--- src/rtl/mem_access_unit.sv ---
// mem_access_unit: initiator side of the word-addressed data memory for LDR/STR/LDRB/STRB.
// Ports:
//   clk, reset                 clock and synchronous active-high reset
//   req_valid/req_ready        request handshake (ready only in IDLE)
//   req_store, req_byte        access kind: store/load, byte/word
//   req_addr, req_wdata        byte address and store data (byte store uses [7:0])
//   resp_valid                 one-cycle completion pulse
//   resp_rdata, resp_fault     load result (0 for stores) and misalignment fault
//   mem_addr, mem_wdata        word index and write data to memory
//   mem_en, mem_rnw            memory enable and read(1)/write(0)
//   mem_rdata                  registered memory read data (valid the cycle after a read)
// Optional: define MEM_ACCESS_ALIGN_CHECK_EN to fault misaligned word accesses
// without touching memory; otherwise resp_fault is tied 0 and addr[1:0] is ignored.
module mem_access_unit #(
    parameter int ADDR_W = 8
) (
    input  logic        clk,
    input  logic        reset,
    input  logic        req_valid,
    output logic        req_ready,
    input  logic        req_store,
    input  logic        req_byte,
    input  logic [31:0] req_addr,
    input  logic [31:0] req_wdata,
    output logic        resp_valid,
    output logic [31:0] resp_rdata,
    output logic        resp_fault,
    output logic [31:0] mem_addr,
    output logic [31:0] mem_wdata,
    output logic        mem_en,
    output logic        mem_rnw,
    input  logic [31:0] mem_rdata
);
    typedef enum logic [2:0] {IDLE, RD_ISSUE, RD_CAPT, WR, RESP} state_t;

    state_t            state, state_nxt;
    logic [ADDR_W+1:0] addr_q;
    logic [31:0]       wdata_q;
    logic              store_q, byte_q;
    logic              accept, misalign;
    logic [4:0]        lane_lsb;
    logic [31:0]       load_data, merged;
    logic              unused;

    assign accept   = req_valid & req_ready;
    assign lane_lsb = {addr_q[1:0], 3'b000};
    assign unused   = ^req_addr[31:ADDR_W+2];

`ifdef MEM_ACCESS_ALIGN_CHECK_EN
    assign misalign = accept & ~req_byte & (req_addr[1:0] != 2'b00);
`else
    assign misalign = 1'b0;
`endif

    // State register
    always_ff @(posedge clk) begin
        if (reset) state <= IDLE;
        else       state <= state_nxt;
    end

    // Next-state logic
    always_comb begin
        state_nxt = state;
        case (state)
            IDLE:     if (accept) state_nxt = misalign ? RESP : (req_store & ~req_byte) ? WR : RD_ISSUE;
            RD_ISSUE: state_nxt = RD_CAPT;
            RD_CAPT:  state_nxt = store_q ? WR : RESP;
            WR:       state_nxt = RESP;
            RESP:     state_nxt = IDLE;
            default:  state_nxt = IDLE;
        endcase
    end

    // Load extraction and byte-store merge work on the word that arrives in RD_CAPT
    always_comb begin
        merged = mem_rdata;
        merged[lane_lsb +: 8] = wdata_q[7:0];
        load_data = byte_q ? {24'd0, mem_rdata[lane_lsb +: 8]} : mem_rdata;
    end

    // Request latch, merged-word register and response data
    always_ff @(posedge clk) begin
        if (reset) begin
            addr_q     <= '0;
            wdata_q    <= '0;
            store_q    <= 1'b0;
            byte_q     <= 1'b0;
            resp_rdata <= '0;
        end else begin
            if (accept) begin
                addr_q  <= req_addr[ADDR_W+1:0];
                wdata_q <= req_wdata;
                store_q <= req_store;
                byte_q  <= req_byte;
            end
            if (state == RD_CAPT && store_q) wdata_q <= merged;
            // Only loads leave data behind; stores and faults clear it
            if (state != RESP && state_nxt == RESP)
                resp_rdata <= (state == RD_CAPT && !store_q) ? load_data : 32'd0;
        end
    end

`ifdef MEM_ACCESS_ALIGN_CHECK_EN
    logic fault_q;
    always_ff @(posedge clk) begin
        if (reset)                                      fault_q <= 1'b0;
        else if (state != RESP && state_nxt == RESP)    fault_q <= misalign;
        else if (state == RESP)                         fault_q <= 1'b0;
    end
    assign resp_fault = fault_q;
`else
    assign resp_fault = 1'b0;
`endif

    // Outputs; reset gates every bus strobe combinationally so a reset in WR writes nothing
    always_comb begin
        req_ready  = (state == IDLE);
        resp_valid = (state == RESP) & ~reset;
        mem_en     = ((state == RD_ISSUE) | (state == WR)) & ~reset;
        mem_rnw    = ~((state == WR) & ~reset);
        mem_wdata  = ((state == WR) & ~reset) ? wdata_q : 32'd0;
        mem_addr   = {{(32 - ADDR_W){1'b0}}, addr_q[ADDR_W+1:2]};
    end
endmodule

--- config.mk ---
export PLATFORM = sky130hd
export DESIGN_NAME = mem_access_unit
export DESIGN_NICKNAME = d
export VERILOG_FILES = /design/src/rtl/mem_access_unit.sv
export SDC_FILE = /design/constraint.sdc
export NUM_CORES = 1
export LEC_CHECK = 0
export CAP_MARGIN = 25
export CORE_ASPECT_RATIO = 2
export CORE_MARGIN = 3
export CORE_UTILIZATION = 38
export DETAILED_ROUTE_END_ITERATION = 16
export GPL_TIMING_DRIVEN = 0
export PLACE_DENSITY = 0.89
export SLEW_MARGIN = 10
export SYNTH_ARGS = -nofsm -noshare
export SYNTH_HDL_FRONTEND = slang
export SYNTH_SLANG_ARGS = --single-unit
--- constraint.sdc ---
create_clock -name clk -period 2 [get_ports clk]
set_input_delay 0.3 -clock clk [delete_from_list [all_inputs] [get_ports clk]]
set_output_delay 0.3 -clock clk [all_outputs]
set_load 0.05 [all_outputs]
-- Word level (Yosys, flattened, before mapping)
Cells that the tools add are included.
- flip-flop bits (word level): 79
- bits of input ports: 101
- output and inout bits: 101
- word-level logic and storage cells: 41
- $add $sub $neg: 1
- eq/ne operators: 6
- shift operators: 3
- muxes and demuxes: 10
- bitwise logic cells: 9
- reduce and logical (&&, ||, !) cells: 6
- operators by type and width (kind ; count):
    2-to-1 mux 32 bit ; 5
    bitwise mux 32 bit ; 1
    variable shift 8 x 7 -> 32 bit (first input constant) ; 1
    indexed part select 32 x 6 -> 8 bit ; 1
    indexed part select 8 x 7 -> 32 bit ; 1
    case mux 3 bit (4 select lines) ; 1
    negation 5 -> 7 bit ; 1
    == test 3 x 2 -> 1 bit (second input constant) ; 2
    == test 3 bit (second input constant) ; 2
    2-to-1 mux 3 bit ; 2
    bitwise AND 1 bit ; 5
    == test 3 x 1 -> 1 bit (second input constant) ; 1
    logical AND 1 bit ; 3
    logical NOT 3 bit ; 1
    != test 3 bit (second input constant) ; 1
    NOT 1 bit ; 3
    2-to-1 mux 2 bit ; 1
    nonzero test 2 bit ; 1
    logical NOT 1 bit ; 1
    bitwise OR 1 bit ; 1

-- Logic depth before layout (Yosys ltp)
- depth in word-level cells: 7
- depth in mapped cells: 8
- depth with buffers taken out: 5

-- Worst setup path before layout
Ideal clock, no wire load.
- path type: input port to output port
- start: in reset
- end: out resp_valid
- arrival: 2.266 ns
- data required time: 1.700 ns
- slack: -0.566 ns
- stages on the path: 3
- path buffers: 2
- cells stage by stage: clkbuf_1 -> clkbuf_1 -> nor4b_1
- cells in the longest elaborated chain, start to end: 2
- ends and longest elaborated chain (what ; RTL line ; text):
    start, declared ; 18 ; input logic reset,
    NOT 1 bit ; 118 ; resp_valid = (state == RESP) & ~reset;
    bitwise AND 1 bit ; 118 ;
    end, declared ; 25 ; output logic resp_valid,
Every way passes these cells.

-- Worst setup path in the final report
- start: in reset
- end: out mem_wdata[16]
- cells in the longest elaborated chain, start to end: 3
- ends and longest elaborated chain (what ; RTL line ; text):
    NOT 1 bit ; 121 ; mem_wdata = ((state == WR) & ~reset) ? wdata_q : 32'd0;
    bitwise AND 1 bit ; 121 ;
    2-to-1 mux 32 bit ; 121 ;
    end, declared ; 29 ; output logic [31:0] mem_wdata,
Every way passes these cells.

==> run_results.csv <==
group,metric,value,unit
logic_synthesis,synth.avg_cell_area,8.46,um^2
placed_design,gp_congestion,0.969,
critical_path,worstSetupEndpoint,"mem_wdata[16]",
logic_synthesis,synth_cell_type_count,43,
finish,nNetsFinal,812,
timing,setup_viol,0,
floorplan,die_h,157,um
floorplan,core_area,0.0110,mm^2
finish,regArea,0.00159,mm^2
floorplan,ioPinCount,202,
global_routing,grt-ovfl-total,0,
logic_synthesis,synth_top_area_share,36.7,%
clock_tree,cts_hold_buffers,0,
critical_path,worstPathMaxFanout,10,
floorplan,die_w,81.3,um
global_routing,grtUsageTotal,25.9,%
finish,synthToLayoutAreaGrowth,56.5,%
logic_synthesis,ys.warnings.count,0,
timing,hold_viol_final,0,
timing,rsz0062_at_grt,"yes",
timing,timing.fmax,504,MHz
logic_synthesis,synthCells,509,
min_path,hold_class,"flip-flop to flip-flop",
placed_design,post-dp-hpwl,12.5,mm
clock_tree,clk_pin_slew,0.05,ns
logic_synthesis,synth-edff-count,0,
pwr,power.density,735,mW/mm^2
finish,multi_input_area,0.00235,mm^2
critical_path,critPathLaunchType,"input port",
critical_path,crit_required,1.70,ns
logic_synthesis,async_reset_ff_share,0,%
detailed_routing,drt_wl_total,17.0,mm
timing,final-max-slew-violation-count,0,
logic_synthesis,synthTopCellsByArea,"dfxtp_1, a221oi_1, buf_4",
critical_path,arrival,1.68,ns
floorplan,initial_core_util,39.1,%
clock_tree,numCtsBuffers,9,
detailed_routing,routed_via_density,5.66,
floorplan,die_area,0.0127,mm^2
global_routing,grt_max_degree,14,
logic_synthesis,ys.flop_type,"dfxtp_1",
logic_synthesis,synth_top_area_cell,"dfxtp_1",
finish,drive_gt1_share,23.5,%
finish,layout.cells.non_filler,851,
clock_tree,root_buffer,"clkbuf_16",
timing,period_share,99.2,%
detailed_routing,wire_per_inst,20.0,um
critical_path,crit_path_start,"reset",
critical_path,worstReg2RegStart,"addr_q[0]$_SDFFE_PP0N_",
pwr,irDropWorstVdd,0.567,mV
critical_path,r2r_end,"wdata_q[28]$_SDFFE_PP0P_",
placed_design,dp_cells,827,
clock_tree,cts_max_level,3,
run_status,status,"complete, no violations",
logic_synthesis,ys_ff_latch,79,
placed_design,io_buffers,154,
clock_tree,clock_path_buffers,2,
global_routing,grt_pass1_vias,4691,
timing,min_period,1.98,ns
finish,final_util,61.2,%
timing,worstMarginPinSlew,0.572,ns
finish,diodes,0,
min_path,hold_path_depth,2,
critical_path,reg2reg_setup_slack,0.04,ns
detailed_routing,drt_iter0_drc,568,
floorplan,row_count,54,
pwr,finalPower,4.95,mW
run,maxCapViolations,0,
detailed_routing,drtPass1Iterations,7,
logic_synthesis,syn_area,0.00430,mm^2
clock_tree,cts_tree,"done",
pwr,p_leak,2.61,nW
detailed_routing,ant_nets,0,
timing,relSlewSlack,61.7,%
finish,fill_cells,905,
detailed_routing,drc,0,
clock_tree,clk_latency,0.34,ns
critical_path,crit_type,"input port to output pin",
global_routing,antenna_found_initial,0,
critical_path,r2r_cells,8,
clock_tree,cts.sinks,79,
critical_path,end_kind,"output pin",
timing,finClkSkew,0.00741,ns
logic_synthesis,ys_seq_area_share,36.7,%
detailed_routing,vias,4816,
global_routing,grt_pass1_wl,24.7,mm
-- repair_timing --
action / CTS / global route
hold endpoints to repair: 0 / 0
resized for setup: 260 / 23
buffers inserted: 1 / 8
pin swaps: 4 / 11
endpoints found under the setup margin: 68 / 60
-- report_power, final --
part	total (mW)	internal [mW]	switching, mW
Sequential	1.78	1.68	0.0952
Combinational	1.26	0.524	0.734
Clock	1.92	1.26	0.660
Total	4.95	3.46	1.49
-- sequential cells by signal, summed over array words and instances, names as in the netlist --
signal,flops
wdata_q,32
resp_rdata,32
state,3
addr_q,10
store_q,1
byte_q,1
-- critical path, cell delays in order --
cell and delay [ns]:
clkdlybuf4s50_1 0.48, nor2_4 0.13, and3_4 0.25, clkbuf_8 0.17, and2_1 0.17, buf_6 0.17
-- per-stage QoR --
| stage | cell area [um^2] | hold slack [ns] | setup TNS [ns] | worst slack [ns] |
|---|---|---|---|---|
| floorplan | 4410 | 0.436 | 0 | 0.0552 |
| global placement | 6130 | 0.442 | -42.04 | -0.867 |
| detailed placement | 6130 | 0.449 | -44.40 | -0.887 |
| CTS | 6600 | 0.456 | 0 | 0.00434 |
| global route | 6740 | 0.477 | -0.157 | -0.0552 |
| finish | 6740 | 0.452 | 0 | 0.0166 |
-- cell usage in the layout, fill, tap and decap left out, types with 24 or more instances in the layout --
master / count
and2_1: 33
buf_6: 27
clkdlybuf4s50_1: 118
dfxtp_1: 76
conb_1: 25
a311oi_1: 24
a221oi_1: 27
a21oi_1: 37
o21ai_0: 24
buf_4: 55
nand2_1: 67
nand3_1: 31
-- routing by layer --
metal | global-route usage (%) | up-vias | part of all wire (%)
met1 | 25.9 | 2226 | 32
met5 | 0 | - | 0
met4 | 20.7 | 0 | 8.9
met3 | 5.93 | 104 | 8.4
li1 | - | 2166 | -
met2 | 44.5 | 320 | 51
-- cell usage after synthesis (2+ instances only) --
| master | instances |
|---|---|
| a221oi_1 | 32 |
| a32o_1 | 8 |
| buf_8 | 2 |
| dfxtp_1 | 79 |
| o21bai_2 | 8 |
| a21oi_1 | 38 |
| buf_2 | 9 |
| ha_1 | 5 |
| o21ai_0 | 24 |
| inv_1 | 18 |
| buf_6 | 7 |
| or2_2 | 5 |
| a311oi_1 | 24 |
| and2_1 | 33 |
| nand3_1 | 31 |
| nor4bb_1 | 4 |
| buf_4 | 34 |
| o22a_1 | 3 |
| mux2i_1 | 5 |
| nand2b_1 | 14 |
| clkbuf_1 | 26 |
| nand2_1 | 67 |
| nor3_1 | 2 |
| o2111ai_1 | 4 |
| nand2_2 | 6 |
| buf_1 | 2 |
| nand3b_1 | 3 |
-- worst min-delay path by stage --
stage	from	endpoint
after floorplan	req_addr[2]	addr_q[2]$_SDFFE_PP0N_
after global placement	addr_q[3]$_SDFFE_PP0N_	addr_q[3]$_SDFFE_PP0N_
after detailed placement	addr_q[4]$_SDFFE_PP0N_	addr_q[4]$_SDFFE_PP0N_
after CTS	addr_q[4]$_SDFFE_PP0N_	addr_q[4]$_SDFFE_PP0N_
after global routing	addr_q[9]$_SDFFE_PP0N_	addr_q[9]$_SDFFE_PP0N_
final	addr_q[4]$_SDFFE_PP0N_	addr_q[4]$_SDFFE_PP0N_
-- final cells by class --
type                    instances  share of cell area (%)
clock buffers                  11                    3.60
plain buffers                  80                    9.03
clock inverters                 5                    1.54
well taps                     140                    2.60
flip-flops and latches         79                    23.6
inverters                      18                    1.06
repair buffers                163                    23.7
multi-input cells             355                    34.9
-- cells by family (layout without fill, tap and decap cells) --
logic type	Yosys count	after routing	synth area share, %
other cells	1	25	0.0871
flops	79	79	36.7
simple gates	174	174	22.0
buf+inv	99	277	13.6
fa+ha+maj	5	5	1.45
mux	5	5	1.16
compound gates	146	146	24.9
No activity file was read; power rests on OpenSTA's default activity.
